[config.mk]
export PLATFORM = sky130hd
export DESIGN_NAME = snek_game_ctrl
export DESIGN_NICKNAME = d
export VERILOG_FILES = /design/src/rtl/snek_game_ctrl.sv
export SDC_FILE = /design/constraint.sdc
export NUM_CORES = 1
export LEC_CHECK = 0
export CORE_ASPECT_RATIO = 0.9
export CORE_MARGIN = 2
export CORE_UTILIZATION = 32
export CTS_CLUSTER_SIZE = 28
export DETAILED_ROUTE_END_ITERATION = 6
export GPL_ROUTABILITY_DRIVEN = 0
export PLACE_DENSITY = 0.61
export SLEW_MARGIN = 20
export SYNTH_ARGS = -nofsm -noshare
export SYNTH_HDL_FRONTEND = slang
export SYNTH_SLANG_ARGS = --single-unit
export TNS_END_PERCENT = 10
[constraint.sdc]
create_clock -name clk -period 10.4 [get_ports clk]
set_input_delay 1.56 -clock clk [delete_from_list [all_inputs] [get_ports clk]]
set_output_delay 1.56 -clock clk [all_outputs]
set_load 0.01 [all_outputs]
[src/rtl/snek_game_ctrl.sv]
// Purpose: snek game control core: game FSM (splash/play/pause/over), snake step timer,
//          direction arbitration with reverse rejection, eat/score/high-score bookkeeping.
// Latency: every output is registered; responses appear 1 clk after the causing input.
// Backpressure: none; buttons/dead are sampled every cycle and step/new_food/game_rst are
//               fire-and-forget pulses.
// Ports:
//   clk, rst            clock, synchronous active-high reset
//   buttons[3:0]        level: [0] right, [1] left, [2] up, [3] down
//   pause_btn           level; rising edge toggles PLAY <-> PAUSE
//   head_h/v, food_h/v  snake head and food coordinates
//   dead                collision flag from the snake generator
//   step                one-cycle pulse advancing the snake
//   dir                 committed direction: 0 left, 1 right, 2 up, 3 down
//   grow                level; snake grows on the next step
//   new_food            one-cycle pulse requesting food relocation
//   game_rst            one-cycle pulse resetting the snake generator
//   state               0 SPLASH, 1 PLAY, 2 PAUSE, 3 OVER
//   score, high_score   current score, best score since rst
module snek_game_ctrl #(
  parameter int unsigned GRID_W        = 32,
  parameter int unsigned GRID_H        = 24,
  parameter int unsigned H_BITS        = 6,
  parameter int unsigned V_BITS        = 6,
  parameter int unsigned SCORE_W       = 8,
  parameter int unsigned TICK_START    = 6250000,
  parameter int unsigned TICK_STEP     = 200000,
  parameter int unsigned TICK_MIN      = 1250000,
  parameter int unsigned SPLASH_CYCLES = 125000000,
  parameter int unsigned OVER_CYCLES   = 25000000
) (
  input  logic               clk,
  input  logic               rst,
  input  logic [3:0]         buttons,
  input  logic               pause_btn,
  input  logic [H_BITS-1:0]  head_h,
  input  logic [V_BITS-1:0]  head_v,
  input  logic [H_BITS-1:0]  food_h,
  input  logic [V_BITS-1:0]  food_v,
  input  logic               dead,
  output logic               step,
  output logic [1:0]         dir,
  output logic               grow,
  output logic               new_food,
  output logic               game_rst,
  output logic [1:0]         state,
  output logic [SCORE_W-1:0] score,
  output logic [SCORE_W-1:0] high_score
);

  localparam logic [1:0] ST_SPLASH = 2'd0;
  localparam logic [1:0] ST_PLAY   = 2'd1;
  localparam logic [1:0] ST_PAUSE  = 2'd2;
  localparam logic [1:0] ST_OVER   = 2'd3;

  localparam logic [31:0] T_START   = 32'(TICK_START);
  localparam logic [31:0] T_STEP    = 32'(TICK_STEP);
  localparam logic [31:0] T_MIN     = 32'(TICK_MIN);
  localparam logic [31:0] T_HEADRM  = T_START - T_MIN;
  localparam logic [31:0] SPLASH_LS = 32'(SPLASH_CYCLES - 1);
  localparam logic [31:0] OVER_LS   = 32'(OVER_CYCLES - 1);
  localparam logic [31:0] GRID_W_L  = 32'(GRID_W);
  localparam logic [31:0] GRID_H_L  = 32'(GRID_H);

  logic [1:0]         state_q, state_d;
  logic [31:0]        timer_q, timer_d;
  logic [31:0]        step_cnt_q, step_cnt_d;
  logic [31:0]        period_q, period_d;
  logic [1:0]         dir_q, dir_d;
  logic [1:0]         pending_q, pending_d;
  logic               grow_q, grow_d;
  logic               eat_armed_q, eat_armed_d;
  logic [SCORE_W-1:0] score_q, score_d;
  logic [SCORE_W-1:0] high_q, high_d;
  logic               step_q, step_d;
  logic               new_food_q, new_food_d;
  logic               game_rst_q, game_rst_d;
  logic               pause_prev_q;

  logic               pause_rise;
  logic               eat_hit;
  logic               food_bad;
  logic               step_hit;
  logic               req_vld;
  logic [1:0]         req_dir;
  logic [31:0]        prod;
  logic [31:0]        period_calc;
  logic [SCORE_W-1:0] score_inc;
  logic               start_game;

  assign pause_rise = pause_btn & ~pause_prev_q;
  assign eat_hit    = (head_h == food_h) && (head_v == food_v);
  assign food_bad   = (32'(food_h) >= GRID_W_L) || (32'(food_v) >= GRID_H_L);
  assign step_hit   = (step_cnt_q == period_q - 32'd1);
  assign score_inc  = (score_q == '1) ? score_q : score_q + SCORE_W'(1);

  // Speed curve: the subtraction is guarded so it can never underflow below the floor.
  always_comb begin
    prod = T_STEP * 32'(score_q);
    if (prod > T_HEADRM) period_calc = T_MIN;
    else                 period_calc = T_START - prod;
  end

  // Button priority left > right > up > down.
  always_comb begin
    req_vld = 1'b1;
    req_dir = 2'd0;
    if      (buttons[1]) req_dir = 2'd0;
    else if (buttons[0]) req_dir = 2'd1;
    else if (buttons[2]) req_dir = 2'd2;
    else if (buttons[3]) req_dir = 2'd3;
    else                 req_vld = 1'b0;
  end

  always_comb begin
    state_d     = state_q;
    timer_d     = timer_q;
    step_cnt_d  = step_cnt_q;
    period_d    = period_q;
    dir_d       = dir_q;
    pending_d   = pending_q;
    grow_d      = grow_q;
    eat_armed_d = eat_armed_q;
    score_d     = score_q;
    high_d      = high_q;
    step_d      = 1'b0;
    new_food_d  = 1'b0;
    game_rst_d  = 1'b0;
    start_game  = 1'b0;

    // Reverse of the committed direction only differs in bit 0.
    if (req_vld && (req_dir != {dir_q[1], ~dir_q[0]})) pending_d = req_dir;

    // Re-arm after the step the snake generator used to grow; an eat in
    // this same cycle overrides it below.
    if (step_q) begin
      grow_d      = 1'b0;
      eat_armed_d = 1'b1;
    end

    case (state_q)
      ST_SPLASH: begin
        if (timer_q == SPLASH_LS) start_game = 1'b1;
        else                      timer_d    = timer_q + 32'd1;
      end
      ST_PLAY: begin
        if (step_hit) begin
          step_d     = 1'b1;
          step_cnt_d = 32'd0;
          dir_d      = pending_q;
          period_d   = period_calc;
        end else begin
          step_cnt_d = step_cnt_q + 32'd1;
        end
        if (eat_hit && eat_armed_q) begin
          new_food_d  = 1'b1;
          score_d     = score_inc;
          grow_d      = 1'b1;
          eat_armed_d = 1'b0;
        end
        if (food_bad) new_food_d = 1'b1;
        // score_d already includes a same-cycle eat; dead beats a pause edge.
        if (dead) begin
          state_d = ST_OVER;
          timer_d = 32'd0;
          if (score_d > high_q) high_d = score_d;
        end else if (pause_rise) begin
          state_d = ST_PAUSE;
        end
      end
      ST_PAUSE: begin
        if (food_bad)   new_food_d = 1'b1;
        if (pause_rise) state_d    = ST_PLAY;
      end
      ST_OVER: begin
        if (timer_q == OVER_LS) start_game = 1'b1;
        else                    timer_d    = timer_q + 32'd1;
      end
      default: state_d = ST_SPLASH;
    endcase

    // Fresh game: a stale grow/disarm from the previous game must not leak
    // into the regenerated snake.
    if (start_game) begin
      state_d     = ST_PLAY;
      game_rst_d  = 1'b1;
      new_food_d  = 1'b1;
      timer_d     = 32'd0;
      step_cnt_d  = 32'd0;
      period_d    = T_START;
      score_d     = '0;
      dir_d       = 2'd0;
      pending_d   = 2'd0;
      grow_d      = 1'b0;
      eat_armed_d = 1'b1;
    end
  end

  always_ff @(posedge clk) begin
    if (rst) begin
      state_q      <= ST_SPLASH;
      timer_q      <= 32'd0;
      step_cnt_q   <= 32'd0;
      period_q     <= T_START;
      dir_q        <= 2'd0;
      pending_q    <= 2'd0;
      grow_q       <= 1'b0;
      eat_armed_q  <= 1'b1;
      score_q      <= '0;
      high_q       <= '0;
      step_q       <= 1'b0;
      new_food_q   <= 1'b0;
      game_rst_q   <= 1'b0;
      pause_prev_q <= 1'b0;
    end else begin
      state_q      <= state_d;
      timer_q      <= timer_d;
      step_cnt_q   <= step_cnt_d;
      period_q     <= period_d;
      dir_q        <= dir_d;
      pending_q    <= pending_d;
      grow_q       <= grow_d;
      eat_armed_q  <= eat_armed_d;
      score_q      <= score_d;
      high_q       <= high_d;
      step_q       <= step_d;
      new_food_q   <= new_food_d;
      game_rst_q   <= game_rst_d;
      pause_prev_q <= pause_btn;
    end
  end

  assign step       = step_q;
  assign dir        = dir_q;
  assign grow       = grow_q;
  assign new_food   = new_food_q;
  assign game_rst   = game_rst_q;
  assign state      = state_q;
  assign score      = score_q;
  assign high_score = high_q;

endmodule

# Yosys cells after proc, flatten, opt, wreduce, memory -nomap -nowiden
# Index checks and enable logic that the tools add are counted.
# totals
out_inout_bits	24
input_bits	32
word_cells	99
regBits	124
# op_classes
bitwise	4
n_mul	1
muxes	38
magnitude_cmp	4
n_addsub	5
eq_ne	17
n_reduce_logical	15
# ops
cell	n
$mux 32	5
$pmux 32 s3	1
$add 32x1->32 const B	2
$eq 32x25->1 const B	1
$eq 32x27->1 const B	1
$eq 32x32->1	1
$sub 32x1->32 const B	1
$sub 23x26->27 const A	1
$gt 26x23->1 const B	1
$mux 8	3
$mul 12x8->20 const A	1
$mux 1	19
$mux 2	7
$eq 6x6->1	2
$reduce_and 3->1	3
$add 8x1->8 const B	1
$eq 8x8->1 const B	1
$gt 8x8->1	1
$ne 2x2->1 const B	4
$ge 6x5->1 const B	1
$ge 6x6->1 const B	1
$ne 3x3->1 const B	2
$reduce_bool 3->1	2
$eq 2x2->1 const B	2
other kinds (14)	20

# Longest topological paths before layout
# Gate-level depths: netlist of the first run.
# depth
depth_word	7
depth_mapped	18
mapped_depth_nobuf	15

# Least setup slack after synthesis of the first run
# Ideal clock, no wire load.
# synth_timing
path_type	input to register
from	input food_h[0]
to	register high_q[5] (netlist: high_score[5])
required_ns	10.314
arrival_ns	4.864
n_path_buf	2
path_slack_ns	5.451
setup_time_ns	0.086
cell_stages	17
path_cell_list	xnor2_1 > nand4_1 > nor4_1 > and2_1 > clkbuf_1 > nand2_1 > o21ai_0 > ha_1 > nor2b_1 > o21a_1 > o21a_1 > o21ai_0 > a21oi_1 > o31ai_1 > clkbuf_1 > nor2_1 > a211oi_1
# synth_between
elab_chain_cells	7
# synth_lines
element	line	source
from (decl)	37	input logic [H_BITS-1:0] food_h,
$eq 6x6->1 (*)	91	assign eat_hit = (head_h == food_h) && (head_v == food_v);
$logic_and 1x1->1 (*)	91	
$logic_and 1x1->1 (*)	154	if (eat_hit && eat_armed_q) begin
$mux 8 (*)	154	
$mux 8 (*)	140	case (state_q)
$gt 8x8->1	165	if (score_d > high_q) high_d = score_d;
$reduce_and 3->1 (no source line)	-	
to (signal assigned)	224	high_q <= high_d;
to (decl)	73	logic [SCORE_W-1:0] high_q, high_d;
# Mark *: on every way between the ends. The rest lies on a longest branch, timed or not. The select of a mux whose other input is x is not followed.
# A chain may end at the register's enable or synchronous reset.

# Worst setup path in the final report of the first run
# layout_timing
from	input food_v[4]
to	register high_q[6] (netlist: high_score[6])
# layout_between
elab_chain_cells	7
# layout_lines
element	line	source
from (decl)	38	input logic [V_BITS-1:0] food_v,
$eq 6x6->1 (*)	91	
$logic_and 1x1->1 (*)	91	
$logic_and 1x1->1 (*)	154	
$mux 8 (*)	154	
$mux 8 (*)	140	
$gt 8x8->1	165	
$reduce_and 3->1 (no source line)	-	
# Marked as above.

==> results of run 1 <==
[cell usage after synthesis (all sizes together) (6+ instances only)]
cell type	number	area (um2)
nor2	123	461.7
dfxtp	113	2262
ha	70	875.8
xor2	69	604.3
nand2	63	236.5
xnor2	55	481.7
nand3	39	195.2
inv	36	135.1
a21oi	30	150.1
nand4	20	125.1
o21ai	20	100.1
nor3	19	95.09
and3	17	106.4
clkbuf	14	53.80
nor4	13	81.33
a211oi	12	102.6
buf	12	77.57
fa	12	240.2
or3	11	68.82
a21o	10	76.32
a221o	7	77.57
a31oi	7	43.79
mux2i	6	60.06
nand2b	6	37.54
o21a	6	45.04
or2	6	37.54
[registers in the layout, summed over array words and instances, names as in the netlist]
name          flops
step_cnt_q       32
timer_q          32
period_q         21
high_score        8
score             8
dir               2
pending_q         2
state             2
eat_armed_q       1
game_rst          1
grow              1
new_food          1
pause_prev_q      1
step              1
[critical path: cells and delay by family]
kind	cells	cell delay [ns]
compound gates	7	1.72
simple gates	6	1.43
buf+inv	2	0.79
fa+ha+maj	1	0.31
xor+xnor	1	0.12
[cells by family after synthesis]
group | count (synthesis)
AOI/OAI and AO/OA | 126
xor gates and xnor gates | 124
adders and majority gates | 82
buffers and inverters | 62
DFF | 113
muxes | 8
and+or+nand+nor | 350
[final cells by class]
cell class / count / area (um2) / share of cell area [%]
Clock inverter: 14 / 156.4 / 1.759
Clock buffer: 18 / 429.2 / 4.828
Timing Repair Buffer: 58 / 573.1 / 6.446
Inverter: 36 / 135.1 / 1.520
Multi-Input combinational cell: 690 / 4956 / 55.75
Sequential cell: 113 / 2262 / 25.45
Tap cell: 302 / 377.9 / 4.251
[stage by stage]
step | instances | hold slack [ns] | total power (W) | setup WS, ns
final | 1231 | 0.4676 | 0.001056 | 4.784
after global routing | 1231 | 0.5142 | 0.001092 | 4.462
after CTS | 1231 | 0.4699 | 0.001069 | 4.838
after detailed placement | 1199 | 0.4645 | 0.0004943 | 4.405
after global placement | 1199 | 0.4603 | 0.0004936 | 4.559
after floorplan | 865 | 0.4575 | 0.0004745 | 5.451
[final timing paths]
check,from,to,slack [ns]
setup reg to reg,score[0]$_SDFFE_PP0P_,period_q[9]$_SDFFE_PP1P_,4.93
hold reg to reg,grow$_SDFF_PP0_,grow$_SDFF_PP0_,0.47
hold / removal,grow$_SDFF_PP0_,grow$_SDFF_PP0_,0.47
setup / recovery,food_v[4],high_score[6]$_SDFFE_PP0P_,4.78
[per-layer routing]
layer  part of all wire (%)  vias to the layer above
li1                       -                     3151
met1                     53                     2793
met2                     43                       72
met3                    2.9                       15
met4                   0.81                        0
met5                      0                        -
[cell usage in the layout (no fill, tap or decap), types with 4 or more instances in the layout]
cell type,instances
nor4_1,13
or3_1,11
a221o_2,6
fa_1,12
or2_2,5
o21ai_0,19
or4_1,4
nand4_1,20
nand3_1,39
and2_1,4
clkdlybuf4s50_1,55
nand2_1,62
inv_1,36
and3_1,17
a32o_1,4
ha_1,70
nor3_1,19
a211oi_1,11
nand2b_1,6
nor2_1,123
nor2b_1,4
o21a_1,6
mux2i_1,6
a21o_1,9
a31oi_1,7
xnor2_1,55
xor2_1,69
clkbuf_16,17
a21oi_1,30
dfxtp_1,113
[report_power, final]
part	total, W	switching [W]	internal [W]
Sequential	0.000441	0.00000364	0.000437
Combinational	0.0000441	0.0000220	0.0000220
Clock	0.000571	0.000215	0.000356
==> reports/results.ini, run 1 <==
[drt]
via_per_inst=4.899
totalWireLength_um=16640
ant_nets=0
drt_iter0_drc=302
vias=6031
wl_per_cell_um=13.52
remaining_drc_errors=0
firstDrtPassIters=4

[floorplan]
fp.dieH_um=149.1
rows=53
design.die.area_um2=24620
die_w_um=165.2
ioPinCount=56
core_area_um2=23140
initial_core_util_pct=32.33

[power_and_ir_drop]
vdd_drop_max_v=0.00008510
cellLeakagePower_nw=3.732
p_per_area_nw_per_um2=118.8

[logic_synthesis]
async_flop_share_pct=0
synthSimpleGateAreaFrac_pct=23.03
synth.avg_cell_area_um2=8.650
synth_edf_count=0
synth.cell_area_um2=7482
synth_top_family_by_area=simple AND/OR/NAND/NOR gates
synth.net_count=979
synth-seq-cells=113
synth_cells=865
muxShareOfSynthArea_pct=1.104
synthAdderAreaFrac_pct=14.92
synthDistinctLibCells=73
synth-main-ff-cell=dfxtp_1
synth-seq-area-share_pct=30.23
synth_compound_gate_area_share_pct=12.64
yosys_warnings=0
synth_xor_area_share_pct=14.52

[cells_and_area]
num-fill-cells=2338
syn_to_final_growth_pct=18.81
layout.nets=1030
drive_gt1_share_pct=6.566
antennaDiodeCount=0
post-route-util_pct=38.41
stdcell_area_um2=8890

[sta]
fin_skew_ns=0.01258
rsz0062_at_grt=no
drv_slew=0
slew_headroom_pct=35.84
finalSetupTns_ns=0
report.final.setup_viol=0
tightestPinTransition_ns=0.9542
hold_violations=0
fin_crit_sh_pct=54.00
clock.fmax_ghz=0.1781
fin_crit_ns=5.616

[placed_design]
dpl_cell_area_um2=8302
io_buffers=55
hpwl_um=12590

[global_routing]
grt_pass1_vias=5758
grt_max_degree=37
antenna_found_initial=0
grt_use_met3_pct=2.808
grt_use_met2_pct=20.90
grt_first_pass_wirelength_um=28080
grt_use_met1_pct=20.40
track_usage_pct=13.97
grt_overflow_total=0
busiest_layer=met2

[clock_tree]
cts_resized=0
cts-root-buf=clkbuf_16
numCtsBuffers=17
postCtsSetupRepairBufs=0
ctsHoldBuffers=0
cts_tree=yes
cts.sinks=113
clk_path_buf_depth=2
path_clk_slew_ns=0.05
clk_latency_ns=0.41
htreeDepth=4

[setup_path]
crit_arrival_ns=5.93
path_cells=clkdlybuf4s50_1 -> xnor2_1 -> nand4_1 -> nor4_1 -> and2_1 -> nand2_1 -> o21ai_0 -> ha_1 -> nor2b_1 -> o21a_1 -> o21a_1 -> o21ai_0 -> a21oi_1 -> o31ai_1 -> buf_4 -> nor2_1 -> a211oi_1
crit_required_ns=10.71
end_kind=register
path_max_fanout=8
rr_worst_depth=13
critPathKind=input port to register
cp-start-kind=input port
crit_slowest_cell=o31ai_1
slowest_delay_ns=0.80

[worst_hold_path]
hp-class=register to register
hold_depth=2

[outcome]
status=completed

[job]
cap_violations=0

Power figures use the tool's default switching activity.
==> run 2, diff against run 1 <==
==> constraint.sdc (replaced) <==
create_clock -name clk -period 5.55 [get_ports clk]
set_input_delay 0.8325 -clock clk [delete_from_list [all_inputs] [get_ports clk]]
set_output_delay 0.8325 -clock clk [all_outputs]
set_load 0.01 [all_outputs]
==> run 2 against run 1 <==
Against the previous run: routed wire length up 1.7%; sequential power up 87%; global-route usage up 0.19 points; critical path depth down 1; cell count up 0.65%; sequential share of layout area down 0.068 points; sequential cell count unchanged; count of clock-buffer cells in the layout unchanged; combinational power up 86%; worst hold slack better by 0.0098 ns.
==> reports/results.ini, run 2 (synthesis results as in run 1) <==
[worst_hold_path]
hp-class=register to register
min_to=grow$_SDFF_PP0_
hold_depth=2
hp-start=grow$_SDFF_PP0_

[sta]
fin_crit_ns=4.972
fin_skew_ns=0.01510
finalSetupTns_ns=0
hold_violations=0
report.final.setup_viol=0
slew_headroom_pct=27.57
clock.fmax_ghz=0.2011
tightestPinTransition_ns=1.084
fin_crit_sh_pct=89.58
drv_slew=0
rsz0062_at_grt=no

[setup_path]
r2r_slack_ns=0.58
rr_worst_depth=16
crit_required_ns=5.80
path_max_fanout=17
worstReg2RegEnd=period_q[7]$_SDFFE_PP0P_
end_kind=register
cp-start-kind=register
crit-reg2reg-launch=score[4]$_SDFFE_PP0P_
critPathKind=register to register
crit_arrival_ns=5.23

[drt]
vias=6092
via_per_inst=4.917
firstDrtPassIters=5
ant_nets=0
drt_iter0_drc=374
wl_per_cell_um=13.65
remaining_drc_errors=0
totalWireLength_um=16920

[clock_tree]
clk_latency_ns=0.42
cts_resized=0
numCtsBuffers=17
clk_path_buf_depth=2
htreeDepth=4
path_clk_slew_ns=0.06
cts_tree=yes
postCtsSetupRepairBufs=0
ctsHoldBuffers=0
cts.sinks=113
cts-root-buf=clkbuf_16

[global_routing]
grt_max_degree=37
grt_overflow_total=0
grt_first_pass_wirelength_um=28290
track_usage_pct=14.16
grt_pass1_vias=5758
antenna_found_initial=0

[cells_and_area]
post-route-util_pct=38.51
syn_to_final_growth_pct=19.13
drive_gt1_share_pct=7.257
layout_common_cells=nor2_1, dfxtp_1, ha_1
instances_no_fill=1239
top_regs=step_cnt_q x32, timer_q x32, period_q x21
layout.nets=1039
antennaDiodeCount=0
final_common_cell=nor2_1

[floorplan]
fp.dieH_um=149.1
rows=53
initial_core_util_pct=32.33
core_area_um2=23140
design.die.area_um2=24620
ioPinCount=56
die_w_um=165.2

[power_and_ir_drop]
p_per_area_nw_per_um2=214.6
cellLeakagePower_nw=3.760
vdd_drop_max_v=0.0001385

[placed_design]
placed_cells=1208
hpwl_um=12790
io_buffers=55

[outcome]
status=completed

[job]
cap_violations=0

## run 2: cell count changes in the layout (fill, tap and decap cells not counted)
cell        delta
inv_8          -1
clkinv_2       +2
inv_6          -1
nand2_2        -1
clkinvlp_4     +1
buf_4          +9
nand2_1        +1
bufinv_16      -1
clkinv_4       -1
## run 2: final cells by class
class                   count  area, um2
repair buffers             67      640.6
fillers                  2324      14230
clock inverters            13      115.1
well taps                 302      377.9
inverters                  36      135.1
clock buffers              18      429.2
flip-flops and latches    113       2262
multi-input cells         690       4954
## run 2: worst max-delay path by stage
| stage | start | endpoint | slack (ns) |
|---|---|---|---|
| 6_report | score[4]$_SDFFE_PP0P_ | period_q[7]$_SDFFE_PP0P_ | 0.58 |
| 2_1_floorplan | score[2]$_SDFFE_PP0P_ | period_q[13]$_SDFFE_PP0P_ | 0.78 |
| 3_5_place_dp | score[4]$_SDFFE_PP0P_ | period_q[6]$_SDFFE_PP0P_ | 0.57 |
| 4_1_cts | score[4]$_SDFFE_PP0P_ | period_q[6]$_SDFFE_PP0P_ | 0.54 |
| 5_1_grt | score[4]$_SDFFE_PP0P_ | period_q[7]$_SDFFE_PP0P_ | 0.18 |
| 3_3_place_gp | score[4]$_SDFFE_PP0P_ | period_q[6]$_SDFFE_PP0P_ | 0.71 |
## run 2: where the power goes
part           switching [W]  internal (W)
clock network       0.000394      0.000611
logic              0.0000408     0.0000412
registers         0.00000641      0.000819
## run 2: routing by layer
layer	routed length, um	GRT usage (%)
met3	707	3.503
met2	7608	21.83
met1	8498	20.10
met5	0	0
met4	102	2.739
## run 2: per-stage QoR
step | total power [W] | hold WS (ns) | worst slack [ns] | area, um2
floorplan | 0.0008891 | 0.4575 | 0.7779 | 7482
global placement | 0.0009247 | 0.4584 | 0.7084 | 8369
finish | 0.001913 | 0.4775 | 0.5782 | 8914
CTS | 0.001932 | 0.4745 | 0.5411 | 8914
detailed placement | 0.0009257 | 0.4639 | 0.5744 | 8369
global route | 0.001986 | 0.5016 | 0.1801 | 8914
## run 2: critical path: stages, from the launching register on
cell and delay [ns]:
dfxtp_1 0.48, ha_1 0.32, ha_1 0.28, inv_1 0.05
fa_1 0.50, inv_1 0.05, fa_1 0.47, ha_1 0.42
a211oi_4 0.37, nor3b_4 0.09, a2111oi_4 0.39, o2111ai_2 0.23
and4bb_1 0.33, nand4b_2 0.14, a311oi_4 0.33, buf_4 0.27
a221oi_1 0.10
